## config.mk

```make
export PLATFORM = sky130hd
export DESIGN_NAME = cell4_bist_ctrl
export DESIGN_NICKNAME = d
export VERILOG_FILES = /design/src/rtl/cell4_bist_ctrl.sv
export SDC_FILE = /design/constraint.sdc
export NUM_CORES = 1
export LEC_CHECK = 0
export ABC_AREA = 1
export CAP_MARGIN = 0
export CORE_MARGIN = 2
export CORE_UTILIZATION = 50
export DETAILED_ROUTE_END_ITERATION = 10
export PLACE_DENSITY = 0.86
export RECOVER_POWER = 100
export SYNTH_ARGS = -nofsm -noshare
export SYNTH_HDL_FRONTEND = slang
export SYNTH_SLANG_ARGS = --single-unit
```

## constraint.sdc

```tcl
create_clock -name CLK -period 1.9 [get_ports CLK]
set_clock_uncertainty 0.05 [all_clocks]
set_input_delay 0.57 -clock CLK [delete_from_list [all_inputs] [get_ports CLK]]
set_output_delay 0.57 -clock CLK [all_outputs]
set_load 0.01 [all_outputs]
```

## src/rtl/cell4_bist_ctrl.sv

```systemverilog
// BIST controller for 4-input OAI22-class cells: drives exhaustive or LFSR patterns,
// waits a settle time, checks Y against a golden model and compacts Y into a MISR.
module cell4_bist_ctrl #(
  parameter int unsigned SETTLE_CYC = 2,
  parameter int unsigned NPAT       = 64,
  parameter logic [7:0]  LFSR_SEED  = 8'hA5,
  parameter int unsigned ERR_W      = 8
) (
  input  logic             CLK,
  input  logic             R,
  input  logic             START,
  input  logic             ABORT,
  input  logic             MODE,
  input  logic             Y_I,
  output logic             A_O,
  output logic             B_O,
  output logic             C_O,
  output logic             D_O,
  output logic             BUSY,
  output logic             DONE,
  output logic             FAIL,
  output logic [ERR_W-1:0] ERR_CNT,
  output logic [15:0]      SIG
);

  // An all-zero seed would lock the LFSR, so it is replaced by 1.
  localparam logic [7:0]  SEED        = (LFSR_SEED == 8'h00) ? 8'h01 : LFSR_SEED;
  localparam logic [7:0]  LAST_RND    = 8'(NPAT - 1);
  localparam logic [7:0]  LAST_EXH    = 8'd15;
  localparam logic [3:0]  SETTLE_LAST = 4'(SETTLE_CYC - 1);
  localparam logic [15:0] MISR_POLY   = 16'h1021;

  typedef enum logic [2:0] {
    IDLE,
    APPLY,
    SETTLE,
    SAMPLE,
    FINISH
  } state_t;

  state_t           state_q, state_d;
  logic [7:0]       lfsr_q, lfsr_d;
  logic [7:0]       pat_q, pat_d;
  logic [3:0]       settle_q, settle_d;
  logic [3:0]       drive_q, drive_d;
  logic             mode_q, mode_d;
  logic             busy_q, busy_d;
  logic             done_q, done_d;
  logic             fail_q, fail_d;
  logic [ERR_W-1:0] err_q, err_d;
  logic [15:0]      sig_q, sig_d;

  logic expected_y;
  logic mismatch;
  logic last_pat;
  logic lfsr_fb;
  logic misr_fb;

  // drive_q is {A,B,C,D}
  assign expected_y = ~((drive_q[3] | drive_q[2]) & (drive_q[1] | drive_q[0]));
  assign mismatch   = (Y_I != expected_y);
  assign lfsr_fb    = lfsr_q[7] ^ lfsr_q[5] ^ lfsr_q[4] ^ lfsr_q[3];
  assign misr_fb    = sig_q[15] ^ Y_I;
  assign last_pat   = mode_q ? (pat_q == LAST_RND) : (pat_q == LAST_EXH);

  always_comb begin
    state_d  = state_q;
    lfsr_d   = lfsr_q;
    pat_d    = pat_q;
    settle_d = settle_q;
    drive_d  = drive_q;
    mode_d   = mode_q;
    busy_d   = busy_q;
    done_d   = 1'b0;
    fail_d   = fail_q;
    err_d    = err_q;
    sig_d    = sig_q;

    if (state_q != IDLE && ABORT) begin
      // Abort keeps the partial results for inspection.
      state_d = IDLE;
      busy_d  = 1'b0;
      drive_d = 4'd0;
    end else begin
      case (state_q)
        IDLE: begin
          if (START && !ABORT) begin
            state_d = APPLY;
            busy_d  = 1'b1;
            sig_d   = 16'd0;
            err_d   = '0;
            fail_d  = 1'b0;
            pat_d   = 8'd0;
            lfsr_d  = SEED;
            mode_d  = MODE;
          end
        end
        APPLY: begin
          drive_d  = mode_q ? lfsr_q[3:0] : pat_q[3:0];
          settle_d = 4'd0;
          state_d  = SETTLE;
        end
        SETTLE: begin
          if (settle_q == SETTLE_LAST) begin
            state_d = SAMPLE;
          end else begin
            settle_d = settle_q + 4'd1;
          end
        end
        SAMPLE: begin
          if (mismatch) begin
            fail_d = 1'b1;
            if (err_q != '1) begin
              err_d = err_q + 1'b1;
            end
          end
          sig_d   = {sig_q[14:0], 1'b0} ^ (misr_fb ? MISR_POLY : 16'd0);
          lfsr_d  = {lfsr_q[6:0], lfsr_fb};
          pat_d   = pat_q + 8'd1;
          state_d = last_pat ? FINISH : APPLY;
        end
        FINISH: begin
          done_d  = 1'b1;
          busy_d  = 1'b0;
          drive_d = 4'd0;
          state_d = IDLE;
        end
        default: begin
          state_d = IDLE;
          busy_d  = 1'b0;
          drive_d = 4'd0;
        end
      endcase
    end
  end

  always_ff @(posedge CLK or negedge R) begin
    if (!R) begin
      state_q  <= IDLE;
      lfsr_q   <= SEED;
      pat_q    <= 8'd0;
      settle_q <= 4'd0;
      drive_q  <= 4'd0;
      mode_q   <= 1'b0;
      busy_q   <= 1'b0;
      done_q   <= 1'b0;
      fail_q   <= 1'b0;
      err_q    <= '0;
      sig_q    <= 16'd0;
    end else begin
      state_q  <= state_d;
      lfsr_q   <= lfsr_d;
      pat_q    <= pat_d;
      settle_q <= settle_d;
      drive_q  <= drive_d;
      mode_q   <= mode_d;
      busy_q   <= busy_d;
      done_q   <= done_d;
      fail_q   <= fail_d;
      err_q    <= err_d;
      sig_q    <= sig_d;
    end
  end

  assign {A_O, B_O, C_O, D_O} = drive_q;
  assign BUSY    = busy_q;
  assign DONE    = done_q;
  assign FAIL    = fail_q;
  assign ERR_CNT = err_q;
  assign SIG     = sig_q;

endmodule

```

==> results of run 1 <==
[power by group]
part | leakage [nW] | internal [W] | switching (W)
Sequential | 0.738 | 0.00146 | 0.000214
Combinational | 0.755 | 0.000616 | 0.000820
Clock | 0.0402 | 0.000257 | 0.000393
Total | 1.53 | 0.00234 | 0.00143
[metrics by stage]
| step | worst slack [ns] | cells | setup TNS [ns] |
|---|---|---|---|
| after global routing | 0.00295 | 454 | 0 |
| after CTS | 0.00702 | 454 | 0 |
| final | 0.0363 | 454 | 0 |
| after detailed placement | -0.188 | 438 | -4.46 |
| after floorplan | 0.314 | 327 | 0 |
| after global placement | -0.134 | 438 | -3.46 |
[what timing repair did]
action / CTS / global route
resized for setup: 1 / 7
endpoints found under the hold margin: 0 / 0
endpoints found under the setup margin: 9 / 7
buffers inserted: 8 / 0
[logic make-up (layout without fill, tap and decap cells)]
| logic type | count (synthesis) | in the layout | synth area share, % |
|---|---|---|---|
| adder cells (fa/ha/maj) | 4 | 4 | 1.82 |
| multiplexers | 1 | 1 | 0.365 |
| AO/OA/AOI/OAI | 60 | 60 | 13.3 |
| buffers and inverters | 62 | 119 | 9.34 |
| flip-flops | 55 | 55 | 50.3 |
| XOR/XNOR | 3 | 3 | 0.957 |
| AND/OR/NAND/NOR | 142 | 142 | 23.9 |
[sequential cells by signal, indices dropped and copies added, names as in the netlist]
name,flops
ERR_CNT,8
FAIL,1
drive_q,4
settle_q,4
state_q,3
pat_q,8
BUSY,1
mode_q,1
DONE,1
lfsr_q,8
SIG,16
[cell usage in the layout, fill, tap and decap left out, types with 7 or more instances in the layout]
cell type and n:
nand2_1 69, inv_1 54, dfrtp_1 51, o21ai_0 30, nor2_1 28, clkdlybuf4s50_1 27
nand3_1 26, o22ai_1 16, buf_4 12, a21oi_1 8, clkdlybuf4s25_1 7
[final timing paths]
check / from / endpoint / slack (ns) / cells after the start
worst max-delay path: SIG[15] / SIG[15] / 0.04 / 1
worst min-delay path: lfsr_q[6] / lfsr_q[7] / 0.45 / 2
worst max register to register: state_q[1] / pat_q[2] / 0.18 / 7
worst min register to register: lfsr_q[6] / lfsr_q[7] / 0.45 / 2
max in group asynchronous: R / ERR_CNT[7] / 0.45 / 2
min in group asynchronous: R / SIG[7] / 0.55 / 2
[routing by layer]
| layer | vias up | share of wire (%) |
|---|---|---|
| li1 | 1178 | - |
| met1 | 1135 | 46 |
| met2 | 50 | 48 |
| met3 | 8 | 4.6 |
| met4 | 0 | 1.1 |
| met5 | - | 0 |
[area by class of cell]
type | instances | area [um^2]
repair buffers | 56 | 509
clock inverters | 3 | 20.0
inverters | 55 | 206
multi-input cells | 210 | 1070
clock buffers | 5 | 68.8
fillers | 440 | 1860
well taps | 70 | 87.6
flip-flops and latches | 55 | 1380
==> Implementation_results.wiki, run 1 <==
{| class="wikitable"
! Metric !! Value
|-
| Fraction of registers with async set or reset after synthesis || 100%
|-
| Largest stage delay on the critical path || 0.55 ns
|-
| Number of remaining DRC errors || 0
|-
| Slowest-stage cell, CP || clkdlybuf4s50_1
|-
| Via count of the first global-routing pass || 2,317
|-
| Data arrival time at the worst-slack endpoint || 1.24 ns
|-
| Setup repair after global routing missed its margin || false
|-
| Detailed placer's ending HPWL || 4180 um
|-
| Final antenna diode count || 0
|-
| Clock tree from TritonCTS || done
|-
| PortBufs || 36
|-
| Mapped Nets || 337
|-
| Ratio of final minimum period to clock period || 98.1%
|-
| Transition time at the pin with the least slew margin || 1.30 ns
|-
| Critical path, cell by cell || clkdlybuf4s50_1
|-
| Sequential cell area fraction in the yosys report || 50.3%
|-
| Critical path type || flop to output port
|-
| Fin area || 0.00335 mm^2
|-
| Detail Route Antenna Nets || 0
|-
| Crit path time final || 1.86 ns
|-
| Clock Pin Slew Worst Setup and Hold Paths || 0.10 ns
|-
| Result of the run || completed
|-
| Layer with the highest usage after global routing || met2
|-
| Clock tree root buffer cell || clkbuf_8
|-
| Total length of routed wires || 5850 um
|-
| Worst max-slew margin expressed relative to the limit || 13.3%
|-
| 1st-pass router iterations || 4
|-
| Share of layout cells above drive strength 1 || 9.90%
|-
| Worst-skew pair later-pin latency || 0.31 ns
|-
| Final core utilization || 64.3%
|-
| Post-place instance area || 0.00327 mm^2
|-
| Mean number of vias per cell || 5.22
|-
| Area Overhead vs Synth || 22.0%
|-
| Floorplan die height || 78.1 um
|-
| CP required || 1.28 ns
|-
| Final count of pins violating max slew || 0
|-
| Violation count after the first detailed-routing iteration || 168
|-
| Synth area leader || dfrtp_1
|-
| Mapped Avg Cell Area || 8.39 um^2
|-
| Peak supply drop || 0.632 mV
|-
| Final setup violating endpoints || 0
|-
| First-pass GRT wire length || 10,100 um
|-
| Starting Density || 52.7%
|-
| Netlist Area Pre-Place || 0.00275 mm^2
|-
| Maximum number of pins on one net before global-route repair || 56
|-
| Max capacitance violation total || 0
|-
| Post-synth EDFFs || 0
|-
| Standby leakage power || 1.53 nW
|-
| Cts bufs inserted || 5
|-
| Grt met2 use || 35.3%
|-
| Critical path peak fanout || 2
|-
| Path class of the lowest-slack min-delay path || flop to flop
|-
| Maximum root-to-sink buffer count || 2
|-
| Distinct cell type count of the synthesized netlist || 33
|-
| Total power divided by cell area || 1120 mW/mm^2
|-
| Count of mapped cells out of synthesis || 327
|-
| Buffers plus inverters on the worst setup path || 1
|-
| Flop and latch count out of synthesis || 55
|-
| Via count || 2,371
|-
| Met3 usage || 3.56%
|-
| Number of hold buffers added after cts || 0
|-
| Site row count || 26
|-
| Number of clock sinks || 55
|-
| Cell with the most instances after synthesis || nand2_1
|-
| Aggregate global-route resource usage || 20.6%
|-
| GRT met1 Usage || 27.2%
|-
| PnR Total Power || 0.00376 W
|-
| Cell types occupying the most area after synthesis || dfrtp_1 46%, nand2_1 9.4%, inv_1 7.2%
|-
| H-Tree Depth || 2
|-
| Cell family with the largest share of critical-path delay || buffers and inverters
|-
| Antenna violations before repair || 0
|-
| Routed length per placed instance || 12.9 um
|-
| Ports placed on the boundary || 37
|-
| Die X || 78.1 um
|-
| Final Net Count || 393
|-
| Cell types with the highest counts after synthesis || 69 x nand2_1, 53 x inv_1, 51 x dfrtp_1
|-
| Fraction of synthesized cell area taken by the top area cell type || 46.5%
|-
| Core box area || 0.00520 mm^2
|-
| Hold Slack || 0.447 ns
|-
| Startpoint type of the worst setup path || flop
|-
| Prevailing post-synth register cell || dfrtp_1
|-
| Endpoint kind of the worst setup timing path || output port
|-
| GRT overflow || 0
|-
| Yosys synthesis warning count || 0
|-
| Die outline area || 0.00610 mm^2
|-
| Endpoints failing hold || 0
|-
| Routability Congestion || 0.873
|-
| Fmax || 537 MHz
|}
Power figures use the tool's default switching activity.
==> inputs of run 2 (changes only) <==
Settings changed: SKIP_LAST_GASP from default to 1.
==> results of run 2 <==
Final layout, timing and power as in run 1 (identical DEF).
==> inputs of run 3 (changes only) <==
Settings changed: CORE_UTILIZATION 50 to 55, PLACE_DENSITY 0.86 to 0.92.
==> run 3 against run 2 <==
  * Maximum frequency fell by 1.1%
  * Count of clock-buffer cells in the layout is 1 higher
  * Non-clock buffer count increased by 2
  * Critical path type unchanged
  * Utilization grew 5.9 points
  * Combinational power about the same
  * First-iteration DRC count is 11% higher
  * Power about the same
  * Via count grew 4.6%
  * Die area shrank 8.6%
  * Register-to-register slack improved by 0.08 ns
  * Clock power is 2% lower
  * Worst setup slack worse by 0.021 ns
==> Implementation_results.wiki, run 3 (synthesis results as in run 1) <==
{| class="wikitable"
! Metric !! Value
|-
| Result of the run || completed
|-
| Buffers plus inverters on the worst setup path || 1
|-
| GRT overflow || 0
|-
| Site row count || 25
|-
| Slowest-stage cell, CP || clkdlybuf4s50_1
|-
| Clock tree from TritonCTS || done
|-
| Detail Route Antenna Nets || 0
|-
| Via count of the first global-routing pass || 2,440
|-
| Share of layout cells above drive strength 1 || 10.9%
|-
| Die outline area || 0.00557 mm^2
|-
| Final setup violating endpoints || 0
|-
| Worst-skew pair later-pin latency || 0.32 ns
|-
| Critical path, cell by cell || clkdlybuf4s50_1
|-
| Worst path setup slack after routing || 0.0153 ns
|-
| Commonest cells after routing, fill and taps aside || 69 x nand2_1, 53 x inv_1, 49 x dfrtp_1
|-
| Violation count after the first detailed-routing iteration || 186
|-
| Final antenna diode count || 0
|-
| Peak supply drop || 0.769 mV
|-
| Total power divided by cell area || 1130 mW/mm^2
|-
| Die X || 74.7 um
|-
| Startpoint type of the worst setup path || flop
|-
| Cts bufs inserted || 5
|-
| Length of routed met3 wiring || 295 um
|-
| PortBufs || 36
|-
| Cell family with the largest share of critical-path delay || buffers and inverters
|-
| Number of clock sinks || 55
|-
| Routability Congestion || 0.873
|-
| Clock Pin Slew Worst Setup and Hold Paths || 0.10 ns
|-
| 1st-pass router iterations || 7
|-
| Top layer reached by signal wires || met4
|-
| Crit path time final || 1.88 ns
|-
| Via count || 2,481
|-
| Max capacitance violation total || 0
|-
| Critical path type || flop to output port
|-
| Critical path peak fanout || 5
|-
| Number of flip-flops under the largest register name || 16
|-
| Detailed placer's ending HPWL || 4760 um
|-
| Starting Density || 57.7%
|-
| Floorplan die height || 74.7 um
|-
| Path class of the lowest-slack min-delay path || primary input to asynchronous set/reset pin
|-
| Core box area || 0.00475 mm^2
|-
| Fmax || 531 MHz
|-
| Worst max-slew margin expressed relative to the limit || 30.0%
|-
| Largest stage delay on the critical path || 0.54 ns
|-
| Final Net Count || 395
|-
| Transition time at the pin with the least slew margin || 1.05 ns
|-
| Most common library cell in the layout ignoring fill and taps || nand2_1
|-
| Ratio of final minimum period to clock period || 99.2%
|-
| Endpoints failing hold || 0
|-
| Setup repair after global routing missed its margin || true
|-
| Data arrival time at the worst-slack endpoint || 1.26 ns
|-
| Number of remaining DRC errors || 0
|-
| Aggregate global-route resource usage || 25.9%
|-
| Fin area || 0.00334 mm^2
|-
| H-Tree Depth || 2
|-
| Post-place instance area || 0.00325 mm^2
|-
| Clock tree root buffer cell || clkbuf_8
|-
| Final count of pins violating max slew || 0
|-
| CP required || 1.28 ns
|-
| First-pass GRT wire length || 11,000 um
|-
| Total length of routed wires || 6480 um
|-
| Maximum root-to-sink buffer count || 2
|-
| Pre-CTS setup slack || -0.121 ns
|-
| Ports placed on the boundary || 37
|-
| Antenna violations before repair || 0
|-
| Sum of routed wire segments on met1 || 2770 um
|-
| Mean number of vias per cell || 5.48
|-
| Maximum number of pins on one net before global-route repair || 22
|-
| Endpoint kind of the worst setup timing path || output port
|-
| Routed length per placed instance || 14.3 um
|-
| Area Overhead vs Synth || 21.7%
|-
| Total length of routed met2 wires || 3230 um
|-
| Standby leakage power || 1.54 nW
|}
==> run 3: cell count changes in the layout (fill, tap and decap cells not counted), moves of 2 or more <==
cell / before / now
buf_4: 12 / 15
clkbuf_2: 2 / 4
dfrtp_1: 51 / 49
dfrtp_2: 0 / 2
==> run 3: metrics by stage <==
stage                     util [%]  setup TNS (ns)  total power [W]  std cells  hold slack (ns)
final                         70.3               0          0.00376        453            0.354
after global routing          70.3         -0.0221          0.00401        453            0.471
after CTS                     71.1         -0.0214          0.00380        451            0.140
after detailed placement      68.4           -1.57          0.00315        437            0.434
after global placement        68.4          -0.347          0.00307        437            0.423
after floorplan                  -               0          0.00257        327            0.224
==> run 3: where the power goes <==
group | total [W] | switching [W] | internal, W
Clock | 0.000640 | 0.000381 | 0.000259
Sequential | 0.00168 | 0.000214 | 0.00146
Combinational | 0.00144 | 0.000846 | 0.000597
==> run 3: path summary, 6_finish.rpt <==
kind | start | end | slack (ns) | depth (start not counted)
max | ERR_CNT[6] | ERR_CNT[6] | 0.02 | 1
min | R | lfsr_q[4] | 0.35 | 1
max reg2reg | ERR_CNT[0] | ERR_CNT[6] | 0.26 | 8
min reg2reg | lfsr_q[6] | lfsr_q[7] | 0.45 | 2
max in group asynchronous | R | state_q[2] | 0.49 | 2
min in group CLK | lfsr_q[6] | lfsr_q[7] | 0.45 | 2
==> run 3: final cells by class <==
cell class / count / area [um^2]
timing repair buffer: 58 / 512
fill: 393 / 1410
inverter: 55 / 206
clock inverter: 2 / 12.5
clock buffer: 6 / 72.6
sequential: 55 / 1380
tap: 67 / 83.8
multi-input combinational: 210 / 1070
==> run 3: layer usage <==
layer / vias to the layer above / GRT usage [%]
met5: - / 0
li1: 1177 / -
met3: 19 / 4.82
met1: 1205 / 31.9
met4: 0 / 10.5
met2: 80 / 45.2
==> run 3: repair_timing <==
action,CTS,global route
setup buffers,6,2
resized for setup,4,6
hold buffers,0,0
setup endpoints to repair,9,7
